[src/rtl/backward_delta_pkg.sv]
// Shared helpers for the backward delta stage: lane width, saturation, ReLU predicate.
package backward_delta_pkg;

    localparam int unsigned SAT_CNT_W = 16;

    function automatic int unsigned lane_width(input int unsigned nn, input int unsigned wv);
        return $clog2(nn) + wv;
    endfunction

    // value carries a WA-bit signed quantity; result is clamped to the WV-bit signed range
    function automatic logic signed [31:0] sat(input logic signed [31:0] value,
                                               input int unsigned       wa,
                                               input int unsigned       wv);
        logic signed [31:0] v;
        logic signed [31:0] hi;
        logic signed [31:0] lo;
        v  = (value <<< (32 - wa)) >>> (32 - wa);
        hi = (32'sd1 <<< (wv - 1)) - 32'sd1;
        lo = -hi - 32'sd1;
        if (v > hi) begin
            return hi;
        end
        if (v < lo) begin
            return lo;
        end
        return v;
    endfunction

    function automatic logic relu_pos(input logic signed [31:0] a);
        return a > 32'sd0;
    endfunction

endpackage

[src/rtl/backward_delta_delta_lane.sv]
// One lane of the delta stage: saturate the accumulated error, mask by ReLU derivative.
module delta_lane
    import backward_delta_pkg::*;
#(
    parameter int unsigned WA = 7,
    parameter int unsigned WV = 5
) (
    input  logic signed [WA-1:0] i_accum,
    input  logic signed [WV-1:0] i_actv,
    output logic signed [WV-1:0] o_delta,
    output logic                 o_lanesat
);

    logic signed [31:0] w_accum_ext;
    logic signed [31:0] w_actv_ext;
    logic signed [31:0] w_sat;
    logic               w_pos;
    logic               w_oor;

    always_comb begin
        w_accum_ext = 32'(i_accum);
        w_actv_ext  = 32'(i_actv);
        w_sat       = sat(w_accum_ext, WA, WV);
        w_pos       = relu_pos(w_actv_ext);
        w_oor       = (w_sat != w_accum_ext);
        o_delta     = w_pos ? w_sat[WV-1:0] : '0;
        o_lanesat   = w_oor & w_pos;
    end

endmodule

[src/rtl/backward_delta.sv]
// Backward delta stage: joins accumulator and activation streams, applies ReLU mask
// and saturation per lane, registers the delta vector and counts saturating transfers.
module backward_delta
    import backward_delta_pkg::*;
#(
    parameter int unsigned  NN    = 7,
    parameter int unsigned  NC    = 11,
    parameter int unsigned  WV    = 5,
    parameter string        BURST = "yes",
    localparam int unsigned WA    = lane_width(NN, WV)
) (
    input  logic                 iCLK,
    input  logic                 iRST,
    input  logic                 iValid_AM_Accum2,
    output logic                 oReady_AM_Accum2,
    input  logic [NC*WA-1:0]     iData_AM_Accum2,
    input  logic                 iValid_AM_Actv,
    output logic                 oReady_AM_Actv,
    input  logic [NC*WV-1:0]     iData_AM_Actv,
    output logic                 oValid_BM_Delta1,
    input  logic                 iReady_BM_Delta1,
    output logic [NC*WV-1:0]     oData_BM_Delta1,
    output logic [SAT_CNT_W-1:0] oSatCount
);

    localparam bit BURST_EN = (BURST == "yes");

    logic                 r_valid;
    logic [NC*WV-1:0]     r_data;
    logic [SAT_CNT_W-1:0] r_sat_cnt;

    logic                 w_free;
    logic                 w_fire;
    logic                 w_any_sat;
    logic [NC*WV-1:0]     w_delta;
    logic [NC-1:0]        w_lanesat;

    for (genvar g = 0; g < NC; g++) begin : g_lane
        delta_lane #(
            .WA (WA),
            .WV (WV)
        ) u_lane (
            .i_accum   (iData_AM_Accum2[g*WA +: WA]),
            .i_actv    (iData_AM_Actv[g*WV +: WV]),
            .o_delta   (w_delta[g*WV +: WV]),
            .o_lanesat (w_lanesat[g])
        );
    end

    // Without burst the register only accepts when empty, trading throughput for a registered ready
    always_comb begin
        w_free    = BURST_EN ? (!r_valid || iReady_BM_Delta1) : !r_valid;
        w_fire    = iValid_AM_Accum2 && iValid_AM_Actv && w_free;
        w_any_sat = |w_lanesat;
    end

    assign oReady_AM_Accum2 = iValid_AM_Actv && w_free;
    assign oReady_AM_Actv   = iValid_AM_Accum2 && w_free;

    always_ff @(posedge iCLK or negedge iRST) begin
        if (!iRST) begin
            r_valid <= 1'b0;
            r_data  <= '0;
        end else if (w_fire) begin
            r_valid <= 1'b1;
            r_data  <= w_delta;
        end else if (r_valid && iReady_BM_Delta1) begin
            r_valid <= 1'b0;
        end
    end

    always_ff @(posedge iCLK or negedge iRST) begin
        if (!iRST) begin
            r_sat_cnt <= '0;
        end else if (w_fire && w_any_sat && (r_sat_cnt != '1)) begin
            r_sat_cnt <= r_sat_cnt + 1'b1;
        end
    end

    assign oValid_BM_Delta1 = r_valid;
    assign oData_BM_Delta1  = r_data;
    assign oSatCount        = r_sat_cnt;

endmodule

[config.mk]
export PLATFORM = sky130hd
export DESIGN_NAME = backward_delta
export DESIGN_NICKNAME = d
export VERILOG_FILES = /design/src/rtl/backward_delta_pkg.sv /design/src/rtl/backward_delta_delta_lane.sv /design/src/rtl/backward_delta.sv
export SDC_FILE = /design/constraint.sdc
export NUM_CORES = 1
export LEC_CHECK = 0
export ABC_AREA = 0
export CORE_MARGIN = 5
export CORE_UTILIZATION = 40
export DETAILED_ROUTE_END_ITERATION = 6
export HOLD_SLACK_MARGIN = 0.15
export PLACE_DENSITY = 0.81
export SYNTH_ARGS = -nofsm -noshare
export SYNTH_HDL_FRONTEND = slang
export SYNTH_SLANG_ARGS = --single-unit
[constraint.sdc]
create_clock -name iCLK -period 2.6 [get_ports iCLK]
set_input_delay 0.39 -clock iCLK [delete_from_list [all_inputs] [get_ports iCLK]]
set_output_delay 0.39 -clock iCLK [all_outputs]
set_load 0.02 [all_outputs]
==> results of run 1 <==
## routing by layer
| layer | track usage | share of wire |
|---|---|---|
| met5 | 0 | 0 |
| met4 | 0.0785 | 0.028 |
| met3 | 0.0535 | 0.069 |
| met2 | 0.418 | 0.52 |
| met1 | 0.238 | 0.38 |
## cell usage in the layout, fill, tap and decap left out, types with 7 or more instances in the layout
cell type,netlist,routed
clkdlybuf4s50_1,0,220
dfrtp_1,72,72
inv_1,65,65
nand2_1,51,51
o21ai_0,50,50
a22o_1,44,44
buf_4,0,41
nor2_1,20,20
a21oi_1,14,14
nand3_1,15,14
nand4_1,12,12
xnor2_1,12,12
ha_1,12,12
o41ai_1,10,10
clkbuf_8,0,10
nand2b_1,9,9
o211ai_1,9,9
or3_1,8,8
nor4_1,8,8
o22ai_1,7,7
## final timing paths
kind / from / end
worst max-delay path: iData_AM_Accum2[22] / oSatCount[6]
worst min-delay path: iRST / oSatCount[10]
worst max register to register: oSatCount[0] / oSatCount[1]
worst min register to register: oData_BM_Delta1[34] / oData_BM_Delta1[34]
max in group asynchronous: iRST / oData_BM_Delta1[1]
min in group iCLK: oData_BM_Delta1[34] / oData_BM_Delta1[34]
## where the power goes
group / internal [mW] / total, mW / switching [mW]
Sequential: 1.28 / 1.41 / 0.129
Clock: 0.762 / 1.17 / 0.405
Combinational: 0.711 / 1.31 / 0.600
Total: 2.76 / 3.89 / 1.13
## logic make-up after synthesis
group | count (synthesis)
buf+inv | 73
flops | 72
compound gates | 146
simple gates | 159
fa+ha+maj | 12
mux | 2
xor+xnor | 12
## critical path, stage by stage
cell             delay [ns]
clkdlybuf4s50_1        0.44
or3_2                  0.51
o22ai_1                0.16
a21oi_1                0.15
nor4_4                 0.32
nand4_4                0.19
buf_4                  0.20
and4_2                 0.20
nor2_1                 0.10
## cell type report
cell class              instances  area, um^2
repair buffers                262        2530
clock buffers                  11         141
fillers                       838        3170
flip-flops and latches         72        1800
clock inverters                 5         128
inverters                      65         244
well taps                     136         170
multi-input cells             331        2190
## registers in the layout, indices dropped and copies added, names as in the netlist
signal and flops:
oValid_BM_Delta1 1, oData_BM_Delta1 55, oSatCount 16
## through the flow
| step | hold slack (ns) | total power, mW | setup TNS (ns) | area [um^2] |
|---|---|---|---|---|
| finish | 0.166 | 3.89 | 0 | 7200 |
| global route | 0.237 | 4.09 | 0 | 7200 |
| CTS | 0.205 | 3.93 | 0 | 7200 |
| detailed placement | 0.455 | 2.75 | -1.56 | 6930 |
| global placement | 0.450 | 2.71 | -1.17 | 6930 |
| floorplan | 0.0944 | 1.96 | 0 | 4270 |
==> reports/qor.yml, run 1 <==
ys.flop_type: "dfrtp_1"
synth_warnings: 0
antenna_found_initial: 0
die-area_mm2: 0.0128
status: "complete, no violations"
tightest_slew_ns: 0.873
grt_pass1_wl_mm: 23.2
cts_made_buffers: 9
end_kind: "flip-flop"
fin_crit_ns: 2.40
clock_sinks: 72
synthSimpleGateAreaFrac: 0.214
synth_compound_area_frac: 0.233
synth-xor-area-share: 0.0246
remaining_drc_errors: 0
synth_top_area_frac: 0.422
clock_latency_ns: 0.33
yosys-top-cells-count: "dfrtp_1 (72), inv_1 (65), nand2_1 (51)"
critical_path_class: "input pin to flip-flop"
power_density_mw_per_mm2: 540
slew_viol_final: 0
fin_cells: 882
cts.path.max_buffers: 2
synth.most_common_cell: "dfrtp_1"
ir_worst_vdd_mv: 0.397
finalHoldViolCount: 0
clock-root-buffer: "clkbuf_8"
grt_use_total: 0.221
place_hpwl_mm: 12.1
wl_per_cell_um: 16.3
synth.ff_latch_count: 72
wirelength_mm: 14.4
dpl.cell_count: 866
synthCells: 476
grt_pass1_vias: 4864
drt_iter0_markers: 238
diodes: 0
cts_hold_buf: 0
drive_gt1_frac: 0.102
leakagePower_nw: 3.17
cts_setup_buffers: 0
synthAdderAreaFrac: 0.0352
io_pins: 222
viasPerCell: 5.32
max_slew_margin: 0.418
final_util: 0.694
synthArstFlopShare: 1.00
start_kind: "input pin"
dieWidth_um: 113
post_cts_resized: 0
clk_pin_slew_ns: 0.08
preCtsSetupSlack_ns: -0.171
r2r_slack_ns: 0.41
holdCritPathClass: "input pin to async pin"
synth_top_family_by_area: "compound AO/OA/AOI/OAI gates"
num_rows: 37
yosys.cell_types.count: 46
cp_max_fo: 6
ff2ff_path_depth: 8
synth_nets: 636
seq_area_frac_synth: 0.422
finalClockSkew_ns: 0.0156
start_util: 0.411
numPortBuffers: 221
fp.dieH_um: 113
fmax_mhz: 416
core_mm2: 0.0104
setup_viol: 0
synthMuxAreaShare: 0.00528
ant_nets: 0
htreeDepth: 3
syn_area_per_cell_um2: 8.96
cts_tree: "done"
overflow: 0
gp_congestion: 0.877
nets: 901
area_growth_pct: 68.8
dr.pass1.iters: 5
cp.required_ns: 2.86
layout_setup_ws_ns: 0.197
cap_violations: 0
synth.area.top_cells: "dfrtp_1 (42%), a22o_1 (9.0%), o21ai_0 (5.9%)"
fin_crit_sh: 0.924
grt_setup_unrepaired: "no"
synth_top_cell_by_area: "dfrtp_1"
synth-edff-count: 0
syn-cell-area_mm2: 0.00427
grt_start_max_net_pins: 73
cp.arrival_ns: 2.66
num_vias: 4688
(Power assumes the default switching activity.)
==> inputs of run 2 (changes only) <==
Settings changed: ABC_AREA 0 to 1, CORE_UTILIZATION 40 to 41.
==> reports/qor.yml, run 2 <==
worstPathCellList: "clkdlybuf4s50_1 > nand2_1 > inv_1 > nand3_1 > ha_1 > nand3b_1 > nand2_1 > nand2_1 > nand2_1 > nand2_1 > nor2_1 > nand3_2 > buf_4 > nand4_1 > nand2_1"
grt_use_total: 0.233  # +0.0119
slew_viol_final: 0  # unchanged
seq_area_frac_synth: 0.400  # -0.0221
cts_setup_buffers: 0  # unchanged
final_cell_mix: "clkdlybuf4s50_1 (220), nand2_1 (181), nor2_1 (84)"
synth-edff-count: 0  # unchanged
cap_violations: 0  # unchanged
ir_worst_vdd_mv: 0.419  # +5.4%
die-area_mm2: 0.0132  # +2.7%
fp.dieH_um: 115  # +1.3%
cts_made_buffers: 9  # unchanged
start_util: 0.417  # +0.00568
finalHoldViolCount: 0  # unchanged
post_cts_resized: 0  # unchanged
synth_top_cell_by_area: "dfrtp_1"
synth_nets: 805  # +27%
final_util: 0.658  # -0.0365
synth_top_area_frac: 0.400  # -0.0221
finalClockSkew_ns: 0.0103  # -0.00540 ns
num_rows: 38  # +2.7%
synth.ff_latch_count: 72  # unchanged
dieWidth_um: 115  # +1.3%
htreeDepth: 3  # unchanged
cp_max_fo: 16  # +10
max_slew_margin: 0.380  # -0.0382
dpl.cell_count: 999  # +15%
cp_common_cell: "nand2_1"
cts_tree: "done"
final_common_cell: "clkdlybuf4s50_1"
cp.required_ns: 2.84  # -0.02 ns
clock-root-buffer: "clkbuf_8"
tns_ns: 0  # unchanged
power_density_mw_per_mm2: 517  # -4.3%
dr.pass1.iters: 5  # unchanged
num_vias: 5264  # +12%
synth_warnings: 0  # unchanged
route.met3.wl_mm: 1.32  # +32%
ys.flop_type: "dfrtp_1"
tightest_slew_ns: 0.931  # +0.0572 ns
synthArstFlopShare: 1.00  # unchanged
gp_congestion: 0.894  # +2.0%
grt_start_max_net_pins: 73  # unchanged
status: "complete, no violations"
clk_pin_slew_ns: 0.08  # about the same
maxUsedRoutingLayer: "met4"
io_pins: 222  # unchanged
wl_per_cell_um: 15.3  # -6.6%
place_hpwl_mm: 12.5  # +3.8%
fmax_mhz: 452  # +8.6%
grt_setup_unrepaired: "no"
met2_length_mm: 7.66  # +1.4%
grt_pass1_wl_mm: 24.8  # +6.7%
diodes: 0  # unchanged
setup_viol: 0  # unchanged
worst_path_max_delay_cell: "clkdlybuf4s50_1"
syn_area_per_cell_um2: 6.98  # -22%
yosys-top-cells-count: "nand2_1 (182), nor2_1 (84), dfrtp_1 (72)"
viasPerCell: 5.19  # -2.4%
clock_sinks: 72  # unchanged
remaining_drc_errors: 0  # unchanged
cts.path.max_buffers: 2  # unchanged
cp.arrival_ns: 2.46  # -0.20 ns
synth.most_common_cell: "nand2_1"
rr_startpoint: "oSatCount[0]"
r2r_slack_ns: 0.51  # +0.10 ns
drt_iter0_markers: 373  # +57%
cts_hold_buf: 0  # unchanged
fin_crit_sh: 0.851  # -0.0731
leakagePower_nw: 3.29  # +3.8%
wirelength_mm: 15.5  # +7.5%
fin_crit_ns: 2.21  # -0.190 ns
clock_latency_ns: 0.35  # +0.02 ns
synthCells: 645  # +36%
grt_pass1_vias: 5390  # +11%
end_kind: "flip-flop"
area_growth_pct: 57.8
core_mm2: 0.0108  # +4.1%
synth.area.top_cells: "dfrtp_1 (40%), nand2_1 (15%), nor2_1 (7.0%)"
wl_met1_mm: 6.08  # +12%
reg2reg_to: "oSatCount[15]"
fin_cells: 1015  # +15%
yosys.cell_types.count: 25  # -46%
syn-cell-area_mm2: 0.00450  # +5.5%
antenna_found_initial: 0  # unchanged
drive_gt1_frac: 0.0354  # -0.0664
start_kind: "input pin"
numPortBuffers: 221  # unchanged
nets: 1030  # +14%
critical_path_class: "input pin to flip-flop"
holdCritPathClass: "input pin to async pin"
ant_nets: 0  # unchanged
largest_reg_flops: 55  # unchanged
cp_slowest_stage_delay_ns: 0.54  # +0.03 ns
overflow: 0  # unchanged
ff2ff_path_depth: 9  # +1
-- run 2: cell count changes in the layout (fill, tap and decap cells not counted), sizes merged, moves of 9 or more --
| cell | before | now |
|---|---|---|
| nand4 | 14 | 26 |
| nand2 | 51 | 183 |
| o41ai | 10 | 0 |
| o211ai | 9 | 0 |
| a21oi | 14 | 58 |
| o21ai | 53 | 62 |
| nand3 | 20 | 37 |
| or3 | 9 | 0 |
| nor2 | 21 | 86 |
| nand2b | 9 | 0 |
| xor2 | 0 | 9 |
| a22o | 44 | 0 |
| nor4 | 10 | 0 |
| buf | 42 | 6 |
-- run 2: through the flow --
step	hold WS, ns	power (mW)	cell area, um^2	setup WS, ns
floorplan	0.0944	1.92	4500	0.828
finish	0.155	3.67	7100	0.387
detailed placement	0.474	2.64	6870	0.0608
global route	0.232	3.87	7100	0.277
global placement	0.466	2.60	6870	0.118
CTS	0.203	3.70	7100	0.408
-- run 2: cell type report --
cell class | instances | area, um^2
Fill cell | 938 | 3690
Multi-Input combinational cell | 493 | 2390
Timing Repair Buffer | 226 | 2250
Sequential cell | 72 | 1800
Inverter | 68 | 255
Tap cell | 140 | 175
Clock buffer | 10 | 128
Clock inverter | 6 | 108
-- run 2: report_power, final --
part | switching (mW) | leakage (nW) | total [mW] | internal (mW)
Sequential | 0.124 | 0.949 | 1.39 | 1.27
Clock | 0.418 | 0.116 | 1.05 | 0.634
Combinational | 0.616 | 2.23 | 1.22 | 0.607
Total | 1.16 | 3.29 | 3.67 | 2.51
-- run 2: cell families after synthesis --
group                      synth area share
adders and majority gates            0.0334
and+or+nand+nor                       0.333
buffers and inverters                0.0698
DFF                                   0.400
xor gates and xnor gates             0.0272
AOI/OAI and AO/OA                     0.137
-- run 2: routing by layer --
metal	vias up	global-route usage
li1	2564	-
met1	2424	0.267
met2	246	0.421
met3	30	0.0484
met4	0	0.0986
met5	-	0
-- run 2: worst max-delay path by stage --
stage	slack, ns	start	endpoint
6_report	0.39	iData_AM_Accum2[12]	oSatCount[13]
2_1_floorplan	0.83	oSatCount[0]	oSatCount[2]
3_3_place_gp	0.12	iData_AM_Accum2[52]	oSatCount[8]
3_5_place_dp	0.06	iData_AM_Accum2[12]	oSatCount[4]
5_1_grt	0.28	iData_AM_Accum2[52]	oSatCount[15]
4_1_cts	0.41	iData_AM_Accum2[12]	oSatCount[15]
-- run 2: worst max-delay path: cells and delay by family --
family,cells,cell delay [ns]
buf+inv,3,0.85
simple gates,11,1.00
fa+ha+maj,1,0.20
==> inputs of run 3 (changes only) <==
Settings changed: PLACE_DENSITY 0.81 to unset, PLACE_DENSITY_LB_ADDON set to 0.05, SKIP_LAST_GASP set to 1.
==> reports/qor.yml, run 3 (synthesis results as in run 2) <==
clk_pin_slew_ns: 0.08  # about the same
place_hpwl_mm: 12.3  # -1.7%
worstPathCellList: "clkdlybuf4s50_1 > nand2_1 > inv_1 > nand3_1 > ha_1 > nand3b_1 > nand2_1 > nand2_1 > nand2_1 > nand2_1 > nor2_1 > nand3_2 > nand3_2 > nand2_1 > nand2_1"
final_common_cell: "clkdlybuf4s50_1"
combinationalPowerShare: 0.324  # -0.009
clock-root-buffer: "clkbuf_8"
cp.arrival_ns: 2.54  # +0.08 ns
swShare: 0.307  # -0.00832
ant_nets: 0  # unchanged
drt_iter0_markers: 333  # -11%
grt_pass1_wl_mm: 25.2  # +1.6%
worst_path_max_delay_cell: "clkdlybuf4s50_1"
fill_cells: 928  # -1.1%
dieWidth_um: 115  # unchanged
htreeDepth: 3  # unchanged
area_growth_pct: 58.7
start_kind: "input pin"
multi_input_area_mm2: 0.00239  # unchanged
overflow: 0  # unchanged
status: "complete, no violations"
final_area_mm2: 0.00714  # +0.60%
tns_ns: 0  # unchanged
grt_use_total: 0.237  # +0.00407
ff2ff_path_depth: 9  # unchanged
intPower_mw: 2.62  # +4.2%
holdCritPathClass: "flip-flop to flip-flop"
wl_per_cell_um: 15.2  # -0.47%
cap_violations: 0  # unchanged
diodes: 0  # unchanged
grt_setup_unrepaired: "no"
finalHoldViolCount: 0  # unchanged
p_seq_frac: 0.367  # -0.013
final_util: 0.662  # +0.00394
power.total_mw: 3.78  # +2.9%
grt_start_max_net_pins: 57  # -22%
worstHoldPathCells: 2
cp_slowest_stage_delay_ns: 0.51  # -0.03 ns
fin_crit_sh: 0.870  # +0.0194
placed_area_mm2: 0.00687  # +0.11%
ir_worst_vdd_mv: 0.412  # -1.7%
antenna_found_initial: 0  # unchanged
cts_tree: "done"
max_slew_margin: 0.620  # +0.241
dr.pass1.iters: 5  # unchanged
gp_congestion: 0.906  # +1.4%
num_vias: 5201  # -1.2%
tightest_slew_ns: 0.570  # -0.361 ns
leakagePower_nw: 3.31  # +0.62%
layout_setup_ws_ns: 0.337  # -0.0503 ns
power_density_mw_per_mm2: 529  # +2.3%
cts_made_buffers: 9  # unchanged
p_clk_frac: 0.309  # +0.022
die-area_mm2: 0.0132  # unchanged
core_mm2: 0.0108  # unchanged
largest_reg_flops: 55  # unchanged
cts_setup_buffers: 0  # unchanged
fmax_mhz: 442  # -2.2%
nets: 1032  # +0.19%
cp_common_cell: "nand2_1"
cts.path.max_buffers: 2  # unchanged
remaining_drc_errors: 0  # unchanged
critical_path_class: "input pin to flip-flop"
finalClockSkew_ns: 0.00732  # -0.00294 ns
slew_viol_final: 0  # unchanged
drive_gt1_frac: 0.0353  # -0.0000808
numPortBuffers: 221  # unchanged
start_util: 0.417  # unchanged
preCtsSetupSlack_ns: -0.0275  # -0.0883 ns
viasPerCell: 5.11  # -1.4%
cp.required_ns: 2.88  # +0.04 ns
fp.dieH_um: 115  # unchanged
io_pins: 222  # unchanged
seq_area_mm2: 0.00180  # unchanged
clock_sinks: 72  # unchanged
setup_viol: 0  # unchanged
num_rows: 38  # unchanged
final_cell_mix: "clkdlybuf4s50_1 (220), nand2_1 (181), nor2_1 (84)"
wirelength_mm: 15.5  # -0.28%
grt_pass1_vias: 5180  # -3.9%
clock_latency_ns: 0.35  # about the same
fin_crit_ns: 2.26  # +0.0503 ns
p_sw_mw: 1.16  # +0.23%
cp_max_fo: 16  # unchanged
end_kind: "flip-flop"
run 3: critical path: cells and delay by family:
kind	cells	cell delay (ns)
adder cells (fa/ha/maj)	1	0.19
AND/OR/NAND/NOR	12	1.38
buffers and inverters	2	0.58
run 3: area by class of cell:
cell class	instances	share of cell area
Inverter	68	0.0357
Clock buffer	11	0.0184
Tap cell	140	0.0245
Timing Repair Buffer	228	0.317
Sequential cell	72	0.252
Multi-Input combinational cell	493	0.334
Clock inverter	5	0.0180
run 3: routing by layer:
metal	track usage	up-vias	wire (um)	part of all wire
li1	-	2568	-	-
met5	0	-	0	0
met2	0.402	240	7390	0.48
met3	0.0632	29	1600	0.10
met1	0.292	2364	6120	0.40
met4	0.0853	0	346	0.022
run 3: path summary, 6_finish.rpt:
kind	startpoint	to	slack (ns)
max in group asynchronous	iRST	oData_BM_Delta1[21]	1.39
worst max register to register	oSatCount[0]	oSatCount[3]	0.50
worst min-delay path	oData_BM_Delta1[52]	oData_BM_Delta1[52]	0.49
worst min register to register	oData_BM_Delta1[52]	oData_BM_Delta1[52]	0.49
min in group asynchronous	iRST	oData_BM_Delta1[4]	0.57
worst max-delay path	iData_AM_Accum2[4]	oSatCount[3]	0.34
run 3: through the flow:
| step | hold slack (ns) | cells |
|---|---|---|
| 2_1_floorplan | 0.0944 | 645 |
| 3_3_place_gp | 0.404 | 1000 |
| 3_5_place_dp | 0.403 | 1000 |
| 4_1_cts | 0.491 | 1017 |
| 5_1_grt | 0.517 | 1017 |
| 6_report | 0.486 | 1017 |
run 3: repair_timing:
| item | in CTS | in global routing |
|---|---|---|
| hold buffers | 1 | 0 |
| gates resized for setup | 0 | 0 |
| hold endpoints to repair | 39 | 0 |
run 3: power by group through the flow:
| stage | Sequential, mW | Clock (mW) | Combinational [mW] |
|---|---|---|---|
| 6_report | 1.38 | 1.17 | 1.23 |
| 5_1_grt | 1.41 | 1.26 | 1.33 |
| 4_1_cts | 1.39 | 1.20 | 1.24 |
| 3_5_place_dp | 1.40 | 0 | 1.23 |
| 3_3_place_gp | 1.40 | 0 | 1.21 |
| 2_1_floorplan | 1.58 | 0 | 0.336 |
